### src/rtl/cpu57_fetch_unit_pkg.sv
// cpu57_fetch_unit_pkg: instruction layout, opcodes and fetch FSM states shared by the cpu57 fetch path
package cpu57_fetch_unit_pkg;
    localparam int INSTR_BYTES = 10;
    localparam int OFF_OPCODE = 0;
    localparam int OFF_RD = 1;
    localparam int OFF_RS1 = 2;
    localparam int OFF_RS2 = 3;
    localparam int OFF_IMM = 4;
    localparam int IMM_BYTES = 6;
    localparam logic [7:0] OP_HALT = 8'hFF;
    localparam logic [7:0] OP_LOADI = 8'h12;
    localparam logic [7:0] OP_SUB = 8'h02;
    localparam logic [7:0] OP_MUL = 8'h03;
    localparam logic [7:0] OP_OUT = 8'h41;
    typedef enum logic [2:0] {S_REQ, S_WAIT, S_FULL, S_HALT, S_DRAIN} state_t;
endpackage

### src/rtl/cpu57_instr_fifo.sv
// cpu57_instr_fifo: synchronous FIFO with flush; head reads as zero while empty
module cpu57_instr_fifo #(
    parameter int WIDTH = 8,
    parameter int DEPTH = 2,
    localparam int PW = DEPTH > 1 ? $clog2(DEPTH) : 1,
    localparam int CW = $clog2(DEPTH + 1)
) (
    input  logic             clk,
    input  logic             rst,
    input  logic             flush,
    input  logic             push,
    input  logic             pop,
    input  logic [WIDTH-1:0] wdata,
    output logic [WIDTH-1:0] rdata,
    output logic [CW-1:0]    count,
    output logic             empty
);
    logic [WIDTH-1:0] mem [DEPTH];
    logic [PW-1:0] rptr, wptr;
    logic do_push, do_pop;

    assign empty = count == '0;
    assign do_pop = pop && !empty;
    assign do_push = push && (count != CW'(DEPTH) || do_pop);
    assign rdata = empty ? '0 : mem[rptr];

    always_ff @(posedge clk)
        if (do_push) mem[wptr] <= wdata;

    always_ff @(posedge clk) begin
        if (rst || flush) begin
            rptr <= '0;
            wptr <= '0;
            count <= '0;
        end else begin
            if (do_push) wptr <= wptr == PW'(DEPTH - 1) ? '0 : wptr + 1'b1;
            if (do_pop) rptr <= rptr == PW'(DEPTH - 1) ? '0 : rptr + 1'b1;
            count <= count + CW'(do_push) - CW'(do_pop);
        end
    end
endmodule

### src/rtl/cpu57_fetch_unit.sv
// cpu57_fetch_unit: byte-serial fetch of 10-byte instructions into a small queue,
// with redirect flush, in-flight byte draining and prefetch stop after HALT
module cpu57_fetch_unit
    import cpu57_fetch_unit_pkg::*;
#(
    parameter int ADDR_W = 16,
    parameter int DATA_W = 57,
    parameter int QDEPTH = 2,
    parameter logic [ADDR_W-1:0] RESET_PC = '0,
    parameter logic [7:0] HALT_OPCODE = OP_HALT
) (
    input  logic              clk,
    input  logic              rst,
    output logic              mem_req,
    output logic [ADDR_W-1:0] mem_addr,
    input  logic              mem_rvalid,
    input  logic [7:0]        mem_rdata,
    input  logic              redirect_valid,
    input  logic [ADDR_W-1:0] redirect_pc,
    output logic              instr_valid,
    input  logic              instr_ready,
    output logic [7:0]        instr_opcode,
    output logic [7:0]        instr_rd,
    output logic [7:0]        instr_rs1,
    output logic [7:0]        instr_rs2,
    output logic [DATA_W-1:0] instr_imm,
    output logic [ADDR_W-1:0] instr_pc,
    output logic              fetch_halted
);
    localparam int WIDTH = 32 + DATA_W + ADDR_W;
    localparam int CW = $clog2(QDEPTH + 1);

    state_t state;
    logic [ADDR_W-1:0] pc;
    logic [3:0] byte_idx;
    logic [7:0] asm_b [INSTR_BYTES-1];
    logic [CW-1:0] q_count;
    logic [WIDTH-1:0] q_wdata, q_rdata;
    logic [8*IMM_BYTES-1:0] imm;
    logic q_empty, last, enq, deq, halt_op, full_after;

    assign mem_req = state == S_REQ && !rst;
    assign mem_addr = pc + ADDR_W'(byte_idx);
    assign last = byte_idx == 4'(INSTR_BYTES - 1);
    assign enq = state == S_WAIT && mem_rvalid && last && !redirect_valid;
    assign deq = instr_valid && instr_ready;
    assign halt_op = asm_b[OFF_OPCODE] == HALT_OPCODE;
    assign full_after = q_count == CW'(QDEPTH - 1) && !deq;
    // byte 9 is taken straight off the bus so the enqueue happens on its arrival
    assign imm = {mem_rdata, asm_b[8], asm_b[7], asm_b[6], asm_b[5], asm_b[OFF_IMM]};
    assign q_wdata = {asm_b[OFF_OPCODE], asm_b[OFF_RD], asm_b[OFF_RS1], asm_b[OFF_RS2], DATA_W'(imm), pc};
    assign instr_valid = !q_empty;
    assign {instr_opcode, instr_rd, instr_rs1, instr_rs2, instr_imm, instr_pc} = q_rdata;

    cpu57_instr_fifo #(.WIDTH(WIDTH), .DEPTH(QDEPTH)) u_fifo (
        .clk(clk),
        .rst(rst),
        .flush(redirect_valid),
        .push(enq),
        .pop(deq),
        .wdata(q_wdata),
        .rdata(q_rdata),
        .count(q_count),
        .empty(q_empty)
    );

    always_ff @(posedge clk) begin
        if (rst) begin
            state <= S_REQ;
            pc <= RESET_PC;
            byte_idx <= '0;
            fetch_halted <= 1'b0;
        end else if (redirect_valid) begin
            pc <= redirect_pc;
            byte_idx <= '0;
            fetch_halted <= 1'b0;
            state <= (state == S_REQ || ((state == S_WAIT || state == S_DRAIN) && !mem_rvalid)) ? S_DRAIN : S_REQ;
        end else begin
            case (state)
                S_REQ: state <= S_WAIT;
                S_WAIT:
                    if (mem_rvalid && last) begin
                        pc <= pc + ADDR_W'(INSTR_BYTES);
                        byte_idx <= '0;
                        fetch_halted <= halt_op;
                        state <= halt_op ? S_HALT : full_after ? S_FULL : S_REQ;
                    end else if (mem_rvalid) begin
                        asm_b[byte_idx] <= mem_rdata;
                        byte_idx <= byte_idx + 1'b1;
                        state <= S_REQ;
                    end
                S_FULL: if (q_count != CW'(QDEPTH) || deq) state <= S_REQ;
                S_DRAIN: if (mem_rvalid) state <= S_REQ;
                default: ;
            endcase
        end
    end

    a_rvalid_expected: assert property (@(posedge clk) disable iff (rst)
        mem_rvalid |-> (state == S_WAIT || state == S_DRAIN));
endmodule

### config.mk
export PLATFORM = sky130hd
export DESIGN_NAME = cpu57_fetch_unit
export DESIGN_NICKNAME = d
export VERILOG_FILES = /design/src/rtl/cpu57_fetch_unit_pkg.sv /design/src/rtl/cpu57_instr_fifo.sv /design/src/rtl/cpu57_fetch_unit.sv
export SDC_FILE = /design/constraint.sdc
export NUM_CORES = 1
export LEC_CHECK = 0
export BUFFER_PORTS_ARGS = -buffer_cell sky130_fd_sc_hd__buf_2
export CORE_MARGIN = 1.5
export CORE_UTILIZATION = 57
export DETAILED_ROUTE_END_ITERATION = 7
export MAX_ROUTING_LAYER = met4
export PLACE_DENSITY = 0.87
export SLEW_MARGIN = 20
export SYNTH_ARGS = -nofsm -noshare
export SYNTH_HDL_FRONTEND = slang
export SYNTH_SLANG_ARGS = --single-unit
### constraint.sdc
create_clock -name clk -period 7.9 [get_ports clk]
set_input_delay 0.395 -clock clk [delete_from_list [all_inputs] [get_ports clk]]
set_output_delay 0.395 -clock clk [all_outputs]
set_load 0.02 [all_outputs]
Yosys cells after proc, flatten, opt, wreduce, memory -nomap -nowiden --
Memories as Yosys holds them, arrays and structs flattened. A register that Yosys moved wholly into a read port is not among the register bits. Index checks and enable logic that the tools add are counted.
Operators by class: muxes and demuxes 26, add/sub/neg operators 7, eq/ne operators 8, reduce and logical (&&, ||, !) cells 31
Operator list (number):
- 2-to-1 mux 105 bit | 1
- 2-to-1 mux 16 bit | 3
- adder 16 x 4 -> 16 bit | 1
- adder 16 x 4 -> 16 bit, second input constant | 1
- 2-to-1 mux 3 bit | 5
- 2-to-1 mux 1 bit | 12
- one-hot mux 3 bit (4 select lines) | 1
- logical AND 1 bit | 10
- equality test 8 bit, second input constant | 1
- 2-to-1 mux 4 bit | 2
- AND reduction 2 bit | 4
- nonzero test 2 bit | 3
- zero test 1 bit | 5
- logical OR 1 bit | 5
- nonzero test 5 bit | 1
- adder 4 x 1 -> 4 bit, second input constant | 1
- equality test 4 bit, second input constant | 1
- 2-to-1 mux 2 bit | 2
- equality test 3 x 1 -> 1 bit, second input constant | 1
- equality test 3 x 2 -> 1 bit, second input constant | 1
- equality test 3 bit, second input constant | 1
- zero test 3 bit | 1
- inequality test 3 bit, second input constant | 1
- adder 1 bit, second input constant | 2
- other kinds (6) | 6
Word-level totals: word-level logic and storage cells 81, RAM bits 264, output and inout port bits 124, memories kept 2, bits of input ports 29, flip-flop bits (word level) 28
Memory list:
- u_fifo.mem | depth 2, bits a word 96, rd ports 1, clocked after Yosys merged registers in 1, wr ports 1, line cpu57_instr_fifo.sv:18 | logic [WIDTH-1:0] mem [DEPTH];
- asm_b | depth 9, bits a word 8, rd ports 9, clocked after Yosys merged registers in 0, wr ports 1, line cpu57_fetch_unit.sv:36 | logic [7:0] asm_b [INSTR_BYTES-1];

Logic depth before layout (Yosys ltp) --
depth in word-level cells 10, gate-level depth with buffers 9, mapped depth without buffers 9

Cells and area by module --
Synthesis repeated with hierarchy kept, for this count alone.
Second synthesis, totals: cells, all modules 768, area, all modules 12149.2 sq um
By module, submodules not included:
- cpu57_instr_fifo | area an instance 8197.9 sq um, times used 1, cells each 470, sequential area each 6406.1 sq um
- cpu57_fetch_unit | area an instance 3951.3 sq um, times used 1, cells each 298, sequential area each 2642.5 sq um

Worst setup path before layout --
OpenSTA, ideal clock, no wires.
kind register to register, from reg byte_idx[1], to mem u_fifo.mem[0][0] (netlist name), enable pin, data required time 7.337 ns, setup time 0.563 ns, stages on the path, launching flop included 6, buffers on the path 0, path slack 1.757 ns, period minus slack after synthesis 6.143 ns, arrival 5.580 ns, cell sequence dfxtp_1 > inv_1 > ha_1 > nand3b_4 > nor4_1 > nor2b_1
Between the ends: longest elaborated chain between the ends 6
RTL lines:
- start, declared | line cpu57_fetch_unit.sv:35 | logic [3:0] byte_idx;
- start signal, assigned | line cpu57_fetch_unit.sv:89 | byte_idx <= byte_idx + 1'b1;
- equality test 4 bit | line cpu57_fetch_unit.sv:44 | assign last = byte_idx == 4'(INSTR_BYTES - 1);
- logical AND 1 bit (2 in a row) | line cpu57_fetch_unit.sv:45 | assign enq = state == S_WAIT && mem_rvalid && last && !redirect_valid;
- logical AND 1 bit | line cpu57_instr_fifo.sv:24 | assign do_push = push && (count != CW'(DEPTH) || do_pop);
- 2-to-1 mux 1 bit | line cpu57_instr_fifo.sv:28 | if (do_push) mem[wptr] <= wdata;
- 2-to-1 mux 1 bit (implied by the code) | line cpu57_instr_fifo.sv:28
- end, declared | line cpu57_instr_fifo.sv:18
No other way between the ends.

Worst setup path in the final report --
from reg byte_idx[1], to mem u_fifo.mem[0][36] (netlist name), enable pin
The elaborated chain is that of the path after synthesis.

==> flow_summary.json <==
{
  "status": "finished clean",
  "power.density_mw_per_mm2": 236,
  "hp-class": "primary input to flip-flop",
  "tightest_slew_ps": 1100,
  "grt_pass1_wl_microns": 33500,
  "drive_gt1_frac": 0.219,
  "syn_area_sq_mm": 0.0114,
  "netlist-cell-type-count": 46,
  "timing.slew.headroom": 0.263,
  "pwr-share-clk": 0.437,
  "crit_chain": "inv_1 -> ha_1 -> nand3b_4 -> nor4_1 -> nor2b_4 -> buf_4",
  "cts_tree": "yes",
  "critPathLaunchType": "flip-flop",
  "final.period_utilization": 0.467,
  "die_h_microns": 144,
  "vias": 6453,
  "yosys_warnings": 0,
  "dp_hpwl_microns": 14400,
  "nets": 917,
  "fp-row-count": 51,
  "synthTopCellsByArea": "edfxtp_1 (69%), mux2i_1 (8.6%), dfxtp_1 (5.1%), nor2_1 (4.2%), xnor2_1 (1.6%)",
  "coreArea_sq_mm": 0.0195,
  "fin_crit_ps": 3690,
  "synth-compound-area-share": 0.0306,
  "synthSimpleGateAreaFrac": 0.0822,
  "use_met1": 0.283,
  "synth_top_area_share": 0.695,
  "maxSlewViolCount": 0,
  "fp.dieW_microns": 144,
  "finClkSkew_ps": 9.28,
  "clock_latency_ps": 530,
  "max_freq_mhz": 271,
  "grt_start_max_net_pins": 81,
  "place.gp.congestion": 0.833,
  "worstSetupPathType": "flip-flop to flip-flop",
  "htreeDepth": 1,
  "p_sw_mw": 0.601,
  "crit_path_end_kind": "flip-flop",
  "antenna_left": 0,
  "cts_root_buffer": "clkbuf_16",
  "clk_path_buf_depth": 3,
  "synth_top_area_cell": "edfxtp_1",
  "synth_top_family_by_area": "multiplexers",
  "dp.cells": 1111,
  "max-cap-violations": 0,
  "avgSynthCellArea_sq_um": 15.5,
  "finalHoldViolations": 0,
  "setup_viol": 0,
  "wl_microns": 22800,
  "grt_busiest_layer": "met2",
  "grt_antenna_before_repair": 0,
  "drt_iter0_markers": 436,
  "fin_util": 0.681,
  "required_ps": 8050,
  "use_met3": 0.0268,
  "viasPerCell": 5.55,
  "area_growth_pct": 16.4,
  "crit_path_max_incr_delay_ps": 910,
  "final_cells": 1163,
  "portBuffers": 143,
  "diodes": 0,
  "postCtsHoldBufs": 0,
  "synthCells": 735,
  "yosys-mux-area-fraction": 0.0860,
  "clock_sinks": 293,
  "grt_pass1_vias": 6142,
  "vdd_drop_max_mv": 0.153,
  "power_mw": 3.14,
  "synthAdderAreaFrac": 0.0138,
  "nFillCells": 1330,
  "holdWs_ps": 98.6,
  "drc": 0,
  "clk_pin_slew_worst_paths_ps": 60,
  "first_pass_iters": 5,
  "postCtsResizedCells": 0,
  "die_area_sq_mm": 0.0209,
  "start_util": 0.584,
  "grt_usage": 0.223,
  "cp_data_arrival_time_ps": 3840,
  "synth_edf_count": 264,
  "grt_util_met2": 0.383,
  "ioPinCount": 153,
  "p_sw_frac": 0.192,
  "path_max_fanout": 80,
  "fin_setup_tns_ps": 0,
  "grt.overflow.total": 0,
  "synth-seq-cells": 293,
  "cts_buffers": 28,
  "yosysSeqAreaShare": 0.746,
  "final_cell_mix": "edfxtp_1 (264), buf_2 (143), nor2_1 (128), mux2i_1 (98), clkbuf_16 (29)",
  "p_seq_frac": 0.541,
  "p_leak_nw": 4.65,
  "ys_dominant_reg_cell": "edfxtp_1",
  "cts_setup_buffers": 0,
  "async_reset_ff_frac": 0,
  "combPwrFrac": 0.022,
  "yosys.area_share.xor_xnor": 0.0200,
  "mostFrequentLayoutCell": "edfxtp_1",
  "cp_slowest_cell": "buf_4",
  "rsz0062_at_grt": "false",
  "routedWlPerCell_microns": 19.6,
  "internal-power_mw": 2.54
}
[Yosys cell counts, types with 2 or more instances]
| library cell | n |
|---|---|
| a211oi_1 | 12 |
| a21o_1 | 3 |
| a21oi_1 | 10 |
| a22oi_1 | 2 |
| a311oi_1 | 5 |
| and2_1 | 11 |
| buf_1 | 9 |
| buf_2 | 7 |
| buf_4 | 9 |
| clkbuf_1 | 20 |
| dfxtp_1 | 29 |
| edfxtp_1 | 264 |
| ha_1 | 11 |
| inv_1 | 8 |
| mux2i_1 | 98 |
| nand2_1 | 15 |
| nand3b_1 | 2 |
| nand4_1 | 8 |
| nor2_1 | 129 |
| nor2b_1 | 2 |
| nor3_1 | 7 |
| nor3b_1 | 2 |
| nor4_1 | 8 |
| o211ai_1 | 3 |
| o21ai_0 | 8 |
| o31ai_1 | 4 |
| or3_1 | 4 |
| or4_1 | 3 |
| xnor2_1 | 21 |
| xor2_1 | 5 |
[critical path, delay by kind of cell, from the launching register on]
family,cells,cell delay (ps)
buffers and inverters,2,1030
adders and majority gates,1,250
DFF,1,390
and+or+nand+nor,3,1560
[per-stage QoR]
stage          setup slack [ps]  cell area, sq um
2_1_floorplan              1760             11400
3_3_place_gp               4450             12300
3_5_place_dp               4300             12300
4_1_cts                    4200             13300
5_1_grt                    4000             13300
6_report                   4210             13300
[flip-flops by register name, indices dropped and copies added, names as in the netlist, named ones only]
signal	cells
u_fifo.count	2
u_fifo.mem	192
asm_b	72
fetch_halted	1
state	3
u_fifo.wptr	1
u_fifo.rptr	1
byte_idx	4
pc	16
[path summary, 6_finish.rpt]
path	slack (ps)	cells after the start	end	from
setup reg to reg	4210	6	u_fifo.mem[0][36]	byte_idx[1]
hold reg to reg	450	0	u_fifo.mem[1][64]	asm_b[3][0]
setup / recovery	4210	6	u_fifo.mem[0][36]	byte_idx[1]
hold / removal	100	3	pc[0]	redirect_pc[0]
[per-layer routing]
| layer | up-vias | share of wire |
|---|---|---|
| met5 | - | 0 |
| met4 | 0 | 0.021 |
| met3 | 34 | 0.053 |
| met2 | 243 | 0.52 |
| met1 | 3184 | 0.41 |
| li1 | 2992 | - |
[power by group through the flow]
stage               sequential, mW  combinational (mW)  clock, mW
floorplan                     1.72              0.0470          0
global placement              1.73              0.0665          0
detailed placement            1.73              0.0679          0
CTS                           1.70              0.0686       1.38
global route                  1.70              0.0742       1.44
finish                        1.70              0.0688       1.37
[logic make-up (layout without fill, tap and decap cells)]
logic type                 count (synthesis)  in the layout
adders and majority gates                 12             12
DFF                                      293            293
buffers and inverters                     54            209
AOI/OAI and AO/OA                         51             51
muxes                                     98             98
xor gates and xnor gates                  26             26
and+or+nand+nor                          200            200
other                                      1              9
[final cells by class]
| class | instances | area (sq um) | share of cell area |
|---|---|---|---|
| Tap cell | 265 | 332 | 0.0250 |
| Sequential cell | 293 | 8510 | 0.641 |
| Clock buffer | 35 | 748 | 0.0563 |
| Clock inverter | 17 | 204 | 0.0153 |
| Multi-Input combinational cell | 396 | 2710 | 0.204 |
| Inverter | 9 | 33.8 | 0.00254 |
| Timing Repair Buffer | 148 | 753 | 0.0567 |
No activity file was read; power rests on OpenSTA's default activity.
